[config.mk]
export PLATFORM = sky130hd
export DESIGN_NAME = fp_to_fixed
export DESIGN_NICKNAME = d
export VERILOG_FILES = /design/src/rtl/cordic_fp_pkg.sv /design/src/rtl/fp_unpack.sv /design/src/rtl/fp_to_fixed.sv
export SDC_FILE = /design/constraint.sdc
export NUM_CORES = 1
export LEC_CHECK = 0
export BUFFER_PORTS_ARGS = -buffer_cell sky130_fd_sc_hd__buf_2
export CAP_MARGIN = 30
export CELL_PAD_IN_SITES_DETAIL_PLACEMENT = 0
export CELL_PAD_IN_SITES_GLOBAL_PLACEMENT = 1
export CORE_MARGIN = 1
export CORE_UTILIZATION = 30
export DETAILED_ROUTE_END_ITERATION = 16
export GPL_TIMING_DRIVEN = 1
export PLACE_DENSITY_LB_ADDON = 0.1
export SLEW_MARGIN = 20
export SYNTH_ARGS = -nofsm -noshare
export SYNTH_HDL_FRONTEND = slang
export SYNTH_SLANG_ARGS = --single-unit
[constraint.sdc]
create_clock -name clk -period 3.8 [get_ports clk]
set_input_delay 0.38 -clock clk [delete_from_list [all_inputs] [get_ports clk]]
set_output_delay 0.38 -clock clk [all_outputs]
set_load 0.01 [all_outputs]
[src/rtl/cordic_fp_pkg.sv]
// rtl/cordic_fp_pkg.sv - shared IEEE-754 single field widths, class and converter state types

package cordic_fp_pkg;

  localparam int FP_EXP_W    = 8;
  localparam int FP_MAN_W    = 23;
  localparam int FP_EXP_BIAS = 127;

  typedef enum logic [1:0] {
    FP_ZERO,
    FP_NORMAL,
    FP_INF,
    FP_NAN
  } fp_class_t;

  typedef enum logic [1:0] {
    IDLE,
    ALIGN,
    SIGN,
    DONE
  } f2x_state_t;

endpackage

[src/rtl/fp_unpack.sv]
// rtl/fp_unpack.sv - IEEE-754 single field extraction, classification, shift exponent and overflow precompute

module fp_unpack
  import cordic_fp_pkg::*;
#(
  parameter int W    = 32,
  parameter int FRAC = 30
) (
  input  logic [31:0]           fp_data,
  output logic                  fp_sign,
  output logic [FP_MAN_W:0]     fp_man,
  output logic signed [9:0]     fp_k,
  output fp_class_t             fp_class,
  output logic                  fp_ovf
);

  // Shift exponent at which the hidden one lands exactly on the output sign bit.
  localparam logic signed [9:0] K_EDGE = 10'(W - 24);
  // Combined bias: unbiased exponent, minus mantissa scaling, plus output fraction.
  localparam logic signed [9:0] K_BIAS = 10'(FRAC - FP_EXP_BIAS - FP_MAN_W);

  logic [FP_EXP_W-1:0] exp_f;
  logic [FP_MAN_W-1:0] man_f;

  // Split fields, classify, and decide overflow from k alone (mantissa only matters on the edge).
  always_comb begin
    fp_sign = fp_data[31];
    exp_f   = fp_data[30:23];
    man_f   = fp_data[22:0];
    fp_man  = {1'b1, man_f};
    fp_k    = $signed({2'b00, exp_f}) + K_BIAS;

    if (exp_f == '0) begin
      fp_class = FP_ZERO;
    end else if (exp_f == '1) begin
      fp_class = (man_f == '0) ? FP_INF : FP_NAN;
    end else begin
      fp_class = FP_NORMAL;
    end

    // On the edge the magnitude is M * 2^(W-24) >= 2^(W-1): only -2^(W-1) exactly still fits.
    fp_ovf = (fp_class == FP_NORMAL) &&
             ((fp_k > K_EDGE) ||
              ((fp_k == K_EDGE) && (!fp_sign || (man_f != '0))));
  end

endmodule

[src/rtl/fp_to_fixed.sv]
// rtl/fp_to_fixed.sv - multi-cycle IEEE-754 single to signed fixed point converter (option: FP_TO_FIXED_ROUND_NEAREST_EN)

module fp_to_fixed
  import cordic_fp_pkg::*;
#(
  parameter int W    = 32,
  parameter int FRAC = 30
) (
  input  logic         clk,
  input  logic         rst,
  input  logic         in_valid,
  output logic         in_ready,
  input  logic [31:0]  in_data,
  output logic         out_valid,
  input  logic         out_ready,
  output logic [W-1:0] out_data,
  output logic         out_ovf,
  output logic         out_nan
);

  localparam logic [W-1:0] SAT_POS = {1'b0, {(W-1){1'b1}}};
  localparam logic [W-1:0] SAT_NEG = {1'b1, {(W-1){1'b0}}};
`ifdef FP_TO_FIXED_ROUND_NEAREST_EN
  localparam logic [W:0]   LIM_POS = {2'b00, {(W-1){1'b1}}};
  localparam logic [W:0]   LIM_NEG = {2'b01, {(W-1){1'b0}}};
`endif

  // Unpacked view of the incoming word.
  logic                u_sign;
  logic [FP_MAN_W:0]   u_man;
  logic signed [9:0]   u_k;
  fp_class_t           u_class;
  logic                u_ovf;

  fp_unpack #(
    .W    (W),
    .FRAC (FRAC)
  ) u_unpack (
    .fp_data  (in_data),
    .fp_sign  (u_sign),
    .fp_man   (u_man),
    .fp_k     (u_k),
    .fp_class (u_class),
    .fp_ovf   (u_ovf)
  );

  f2x_state_t   state_q, state_d;
  logic [2:0]   stage_q, stage_d;
  logic         sign_q, sign_d;
  fp_class_t    cls_q, cls_d;
  logic         ovf_q, ovf_d;
  logic         shr_q, shr_d;
  logic [4:0]   amt_q, amt_d;
  logic [W-1:0] mag_q, mag_d;
  logic [W-1:0] out_data_q, out_data_d;
  logic         out_ovf_q, out_ovf_d;
  logic         out_nan_q, out_nan_d;
`ifdef FP_TO_FIXED_ROUND_NEAREST_EN
  logic         guard_q, guard_d;
  logic         sticky_q, sticky_d;
  logic [W:0]   mag_r;
`endif

  logic [9:0]   k_abs;
  logic         flush;
  logic [W-1:0] mag_fin;
  logic         sat_rnd;

  assign in_ready  = (state_q == IDLE);
  assign out_valid = (state_q == DONE);
  assign out_data  = out_data_q;
  assign out_ovf   = out_ovf_q;
  assign out_nan   = out_nan_q;

  // Shift amount and direction from k; shifts of 32 or more right always leave zero.
  always_comb begin
    k_abs = u_k[9] ? 10'(-u_k) : 10'(u_k);
    flush = u_k[9] && (k_abs[9:5] != '0);
  end

  // Final rounding of the aligned magnitude, plus the range check a rounding carry can trip.
  always_comb begin
`ifdef FP_TO_FIXED_ROUND_NEAREST_EN
    mag_r   = {1'b0, mag_q} + {{W{1'b0}}, (guard_q && (sticky_q || mag_q[0]))};
    sat_rnd = sign_q ? (mag_r > LIM_NEG) : (mag_r > LIM_POS);
    mag_fin = mag_r[W-1:0];
`else
    sat_rnd = 1'b0;
    mag_fin = mag_q;
`endif
  end

  // Next-state and datapath: latch at accept, one log-shifter stage per ALIGN cycle, finish in SIGN.
  always_comb begin
    state_d    = state_q;
    stage_d    = stage_q;
    sign_d     = sign_q;
    cls_d      = cls_q;
    ovf_d      = ovf_q;
    shr_d      = shr_q;
    amt_d      = amt_q;
    mag_d      = mag_q;
    out_data_d = out_data_q;
    out_ovf_d  = out_ovf_q;
    out_nan_d  = out_nan_q;
`ifdef FP_TO_FIXED_ROUND_NEAREST_EN
    guard_d    = guard_q;
    sticky_d   = sticky_q;
`endif

    unique case (state_q)
      IDLE: begin
        if (in_valid) begin
          sign_d  = u_sign;
          cls_d   = u_class;
          ovf_d   = u_ovf;
          shr_d   = u_k[9];
          amt_d   = k_abs[4:0];
          mag_d   = flush ? '0 : W'(u_man);
`ifdef FP_TO_FIXED_ROUND_NEAREST_EN
          guard_d  = 1'b0;
          sticky_d = flush;
`endif
          stage_d = 3'd0;
          state_d = ALIGN;
        end
      end

      ALIGN: begin
        for (int i = 0; i < 5; i++) begin
          if ((stage_q == 3'(i)) && amt_q[i]) begin
            if (shr_q) begin
              mag_d = mag_q >> (1 << i);
`ifdef FP_TO_FIXED_ROUND_NEAREST_EN
              // Bit just below the new LSB becomes guard; everything below it joins sticky.
              guard_d  = mag_q[(1 << i) - 1];
              sticky_d = sticky_q | guard_q |
                         ((mag_q & ((W'(1) << ((1 << i) - 1)) - W'(1))) != '0);
`endif
            end else begin
              mag_d = mag_q << (1 << i);
            end
          end
        end
        stage_d = stage_q + 3'd1;
        if (stage_q == 3'd4) begin
          state_d = SIGN;
        end
      end

      SIGN: begin
        out_ovf_d = 1'b0;
        out_nan_d = 1'b0;
        unique case (cls_q)
          FP_ZERO: out_data_d = '0;
          FP_NAN: begin
            out_data_d = '0;
            out_nan_d  = 1'b1;
          end
          FP_INF: begin
            out_data_d = sign_q ? SAT_NEG : SAT_POS;
            out_ovf_d  = 1'b1;
          end
          default: begin
            if (ovf_q || sat_rnd) begin
              out_data_d = sign_q ? SAT_NEG : SAT_POS;
              out_ovf_d  = 1'b1;
            end else begin
              out_data_d = sign_q ? (~mag_fin + W'(1)) : mag_fin;
            end
          end
        endcase
        state_d = DONE;
      end

      DONE: begin
        if (out_ready) begin
          state_d = IDLE;
        end
      end

      default: state_d = IDLE;
    endcase
  end

  // State, datapath and output registers; reset abandons any conversion in flight.
  always_ff @(posedge clk or posedge rst) begin
    if (rst) begin
      state_q    <= IDLE;
      stage_q    <= '0;
      sign_q     <= 1'b0;
      cls_q      <= FP_ZERO;
      ovf_q      <= 1'b0;
      shr_q      <= 1'b0;
      amt_q      <= '0;
      mag_q      <= '0;
      out_data_q <= '0;
      out_ovf_q  <= 1'b0;
      out_nan_q  <= 1'b0;
`ifdef FP_TO_FIXED_ROUND_NEAREST_EN
      guard_q    <= 1'b0;
      sticky_q   <= 1'b0;
`endif
    end else begin
      state_q    <= state_d;
      stage_q    <= stage_d;
      sign_q     <= sign_d;
      cls_q      <= cls_d;
      ovf_q      <= ovf_d;
      shr_q      <= shr_d;
      amt_q      <= amt_d;
      mag_q      <= mag_d;
      out_data_q <= out_data_d;
      out_ovf_q  <= out_ovf_d;
      out_nan_q  <= out_nan_d;
`ifdef FP_TO_FIXED_ROUND_NEAREST_EN
      guard_q    <= guard_d;
      sticky_q   <= sticky_d;
`endif
    end
  end

endmodule

# == Yosys cells after proc, flatten, opt, wreduce, memory -nomap -nowiden ==
# Cells that the tools add are included.
# totals
in_bits,36
ff_bits,81
wordCells,87
# op_classes
n_reduce_logical,24
n_eq_ne,16
n_mux,30
n_lt_le_gt_ge,1
n_addsub,4
bitwise_logic,1
# ops
operator,count
$mux 32,14
$pmux 32 s2,2
$add 32x1->32 const B,1
$not 32->32,1
$mux 24,1
$logic_not 23->1,1
$reduce_bool 23->1,1
$add 9x8->10 const B,1
$eq 10x5->1 const B,1
$gt 10x5->1 const B,1
$mux 10,1
$mux 2,5
$neg 10->10,1
$eq 2x2->1 const B,4
$eq 8x8->1 const B,1
$logic_and 1x1->1,8
$logic_not 8->1,1
$pmux 2 s4,1
$eq 3x2->1 const B,2
$ne 6x6->1 const B,1
$pmux 3 s2,1
$reduce_and 3->1,2
$reduce_bool 5->1,1
$eq 2x1->1 const B,2
other kinds (15),21

# == Depth between registers and ports, before layout ==
# logic_depth
ltp_word,8
depth_mapped,11

# == Modules after synthesis ==
# Synthesis repeated with hierarchy kept, for this count alone.
# hier_totals
hier_cells,947
area_unflattened_um2,7516.0
# by_module_without_submodules
mod,seq_area_each_um2,cells_each,instances,area_each_um2
fp_to_fixed,2026.9,885,1,7061.8
fp_unpack,0.0,62,1,454.2

# == Least setup slack after synthesis ==
# Ideal clock, no wire load.
# synth_timing
kind,reg2reg
start,register stage_q[2]
end,"register mag_q[25], in the netlist mag_fin[25]"
synth_period_minus_slack_ns,2.385
stages_incl_launch_ff,12
setup_ns,0.124
arrival_ns,2.261
n_path_buf,3
slack_ns,1.415
path_cell_list,dfrtp_1 clkbuf_1 inv_1 ha_1 nand2_1 nand2_1 nor2_1 a21o_1 clkbuf_1 clkbuf_1 a211oi_1 a211o_1
# synth_via
elab_chain_cells,7
# synth_lines
element,line_no,source
start: declaration,fp_to_fixed.sv:48,"logic [2:0] stage_q, stage_d;"
start signal: assignment,fp_to_fixed.sv:206,stage_q <= stage_d;
$eq 3x1->1,fp_to_fixed.sv:131,if ((stage_q == 3'(i)) && amt_q[i]) begin
$logic_and 1x1->1,fp_to_fixed.sv:131,
$mux 32 (4 in series),fp_to_fixed.sv:131,
$pmux 32 s2,fp_to_fixed.sv:111,unique case (state_q)
end signal: assignment,fp_to_fixed.sv:212,mag_q <= mag_d;
end: declaration,fp_to_fixed.sv:54,"logic [W-1:0] mag_q, mag_d;"
# Several ways; a longest one is shown, not always the timed one.
# A chain may end at the register's enable or synchronous reset.

# == Worst setup path after layout ==
# layout_timing
start,"register mag_q[9], in the netlist mag_fin[9]"
end,"register out_data_q[31], in the netlist out_data[31]"
# layout_via
elab_chain_cells,5
# layout_lines
element,line_no,source
$not 32->32,fp_to_fixed.sv:169,out_data_d = sign_q ? (~mag_fin + W'(1)) : mag_fin;
$add 32x1->32,fp_to_fixed.sv:169,
$mux 32,fp_to_fixed.sv:169,
$mux 32,fp_to_fixed.sv:165,if (ovf_q || sat_rnd) begin
$pmux 32 s2,fp_to_fixed.sv:154,unique case (cls_q)
end signal: assignment,fp_to_fixed.sv:213,out_data_q <= out_data_d;
end: declaration,fp_to_fixed.sv:55,"logic [W-1:0] out_data_q, out_data_d;"
# No other way between the ends.

==> metrics.md <==
| Metric | Value |
|---|---|
| Flops & latches, synth | `81` |
| Total vias in the final route | `7312` |
| Largest net degree at the start of global routing | `78` |
| Initial detailed-routing violation count | `689` |
| Final Hold Slack | `0.0402 ns` |
| Gpl congestion | `about 0.86` |
| Slowest cell on crit path | `or4_4` |
| Arrival time worst endpoint | `around 2.9 ns` |
| CTS sink cnt | `81` |
| Post-DP HPWL | `19.3 mm` |
| First-pass iteration count of the detailed router | `5` |
| Synth Area in XOR/XNOR | `1.76%` |
| H-tree Lvls | `3` |
| Initial Util | `30.7%` |
| Die span in x | `approximately 150 um` |
| Design Power | `7.02 mW` |
| Die Area | `0.0238 mm^2` |
| # IOs | `72` |
| CP max stage delay | `between 0.6 and 0.7 ns` |
| Largest family of logic cells by synthesized area | `compound AO/OA/AOI/OAI gates` |
| Resized cells post-CTS | `0` |
| Core Area | `around 0.023 mm^2` |
| Clk slew on worst S/H paths | `0.08 ns` |
| CP Capture Type | `flip-flop` |
| Setup slack, reg-to-reg | `1.14 ns` |
| Most common flop cell mapped by yosys | `dfrtp_1` |
| Hold_buf cts | `0` |
| Worst r2r src | `mag_fin[9]` |
| Ys Warns | `0` |
| Antenna Nets Post-Route | `0` |
| Max_cap viols | `0` |
| First-pass GRT wire length | `43.5 mm` |
| Tot GR Track Use | `23.7%` |
| Synth area leaders | `dfrtp_1 (29%), mux4_2 (7.1%), a21oi_1 (5.7%), nor2_1 (5.2%), clkbuf_1 (4.6%)` |
| Layout cells sized above 1 | `between 15 and 20%` |
| Setup_tns | `0 ns` |
| Vias per cell | `6.14` |
| R2R depth | `6` |
| Die H | `about 150 um` |
| Most common cell after layout, fill and taps aside | `nor2_1` |
| Post-Syn Instances | `876` |
| Clk root buf | `clkbuf_16` |
| CTS tree | `built` |
| Synth unique cells | `70` |
| Cell chain of the critical path | `or4_4, or3_1, or3_4, o2111a_1, nor3_1, a21oi_1` |
| Post-synthesis simple-gate area fraction | `about a fifth` |
| Period utilization | `70.1%` |
| Port bufs | `71` |
| Mapped Nets | `between 900 and 1k` |
| Nets | `950` |
| Ant diodes | `0` |
| Residual DRC | `0` |
| VDD IR max | `0.389 mV` |
| Layout area overhead | `13.8%` |
| Row cnt | `55` |
| Pwr/cell area | `884 mW/mm^2` |
| DRT Wirelength | `~28 mm` |
| Crit path required time | `4.03 ns` |
| Mapped Area | `0.00697 mm^2` |
| Number of synthesized flops with an enable pin | `0` |
| TritonCTS Buffers | `9` |
| Status | `complete, no violations` |
| Crit-path leading delay family | `simple AND/OR/NAND/NOR gates` |
| Count of pins over their slew limit | `0` |
| Synth Area in Compound Gates | `29.0%` |
| Worst Path Max Fanout | `13` |
| Congestion Overflow GR | `0` |
| Hold Path Class | `primary input to asynchronous set/reset pin` |
| Headroom to the max-slew limit | `43.7%` |
| # fillers | `2385` |
| Mux cell area share after synthesis | `10.5%` |
| Mean Syn Cell Area | `7.95 um^2` |
| Clock latency on the worst-skew pair | `between 0.3 and 0.4 ns` |
| Top cell type by total area after synthesis | `dfrtp_1` |
| # setup viols final | `0` |
| Sequential share of the synthesized area | `between 20 and 30%` |
| Yosys top cell area share | `29.1%` |
| Crit path kind | `flip-flop to flip-flop` |
| Antenna violations before repair | `0` |
| Buffer count from post-CTS setup fixing | `0` |
| CP startpoint | `mag_fin[9]` |
| WL per Instance | `approximately 23 um` |
| Final min period | `2.66 ns` |
| CP Buf/Inv Count | `0` |
| Most frequent cells in the layout | `nor2_1 (97), nand2_1 (82), a21oi_1 (80), dfrtp_1 (80), buf_2 (71)` |
| Async set-or-reset flop fraction in the synthesized netlist | `100%` |
| LEAKAGE | `3.14 nW` |
| Number of global-route vias before repair | `7043` |
| RSZ-0062 raised after global routing | `no` |
| Fmax | `between 0.3 and 0.4 GHz` |
| Critical Path Source Type | `flip-flop` |
| Reg2reg end | `out_data[31]` |
| Adder-Cell Fraction of Synth Area | `2.51%` |
| Clock Tree Buf Depth | `2` |
| Tightest Pin Transition | `0.845 ns` |
| Clock Skew | `0.0115 ns` |
| Final hold violation count | `0` |
worst max-delay path by stage:
stage / endpoint / cells after the start
floorplan: amt_q[0] / 1
global placement: mag_fin[18] / 8
detailed placement: mag_fin[10] / 8
CTS: out_data[31] / 6
global route: mag_fin[19] / 9
finish: out_data[31] / 6
cell usage after synthesis, types with 4 or more instances:
cell type / count
a2111oi_0: 4
a211o_1: 8
a211oi_1: 18
a21o_1: 4
a21oi_1: 80
a221o_1: 12
a221oi_1: 12
a222oi_1: 5
a22o_1: 4
a22oi_1: 15
a311oi_1: 5
a31oi_1: 22
and3_1: 8
buf_1: 9
buf_2: 7
clkbuf_1: 85
dfrtp_1: 81
ha_1: 14
inv_1: 15
mux2_2: 7
mux2i_1: 16
mux4_2: 22
nand2_1: 82
nand2b_1: 7
nand3_1: 21
nand3b_1: 5
nand4_1: 4
nor2_1: 97
nor2b_1: 9
nor3_1: 23
nor4_1: 13
nor4b_1: 4
o211ai_1: 6
o21ai_0: 60
o22ai_1: 14
o31ai_1: 6
o41ai_1: 5
or3_1: 7
xnor2_1: 6
xor2_1: 8
area by class of cell:
class / count / area, um^2 / area share (%)
Tap cell: 285 / 357 / 4.50
Inverter: 16 / 61.3 / 0.773
Timing Repair Buffer: 115 / 711 / 8.96
Sequential cell: 81 / 2030 / 25.6
Clock buffer: 10 / 239 / 3.01
Multi-Input combinational cell: 677 / 4490 / 56.6
Clock inverter: 6 / 48.8 / 0.615
per-layer routing:
metal | up-vias | track usage [%] | share of wire [%]
met5 | - | 0 | 0
met4 | 0 | 8.02 | 2.9
met3 | 46 | 4.23 | 6.9
met2 | 299 | 37.5 | 45
met1 | 3620 | 32.5 | 45
li1 | 3347 | - | -
power by group:
| group | leakage [nW] | switching (mW) | internal, mW | total, mW |
|---|---|---|---|---|
| clock network | 0.137 | 0.430 | 0.470 | 0.900 |
| logic | 2.00 | 2.73 | 1.68 | 4.41 |
| registers | 1.01 | 0.454 | 1.25 | 1.70 |
| total | 3.14 | 3.62 | 3.40 | 7.02 |
worst register-to-register path, cell delays in order (launching register included):
cell and delay, ns:
dfrtp_1 0.55, or4_4 0.64, or3_1 0.43, or3_4 0.39, o2111a_1 0.26, nor3_1 0.18, a21oi_1 0.08
registers in the layout, indices dropped and copies added (netlist names):
name,cells
ovf_q,1
sign_q,1
cls_q,2
shr_q,1
out_nan,1
stage_q,3
amt_q,5
out_data,32
state_q,2
out_ovf,1
mag_fin,32
cell families (layout without fill, tap and decap cells):
kind of cell	Yosys count	in the layout
compound gates	305	305
xor+xnor	14	14
fa+ha+maj	14	14
buf+inv	118	147
flops	81	81
mux	45	45
simple gates	299	299
through the flow:
step | setup WS, ns | util [%] | instance area (um^2) | std cells
after CTS | 1.16 | 34.9 | 7930 | 1190
after floorplan | 1.34 | - | 6970 | 876
final | 1.14 | 34.9 | 7930 | 1190
after global routing | 0.953 | 34.9 | 7930 | 1190
after global placement | 1.13 | 33.7 | 7640 | 1174
after detailed placement | 1.10 | 33.7 | 7640 | 1174
(Power assumes the default switching activity.)
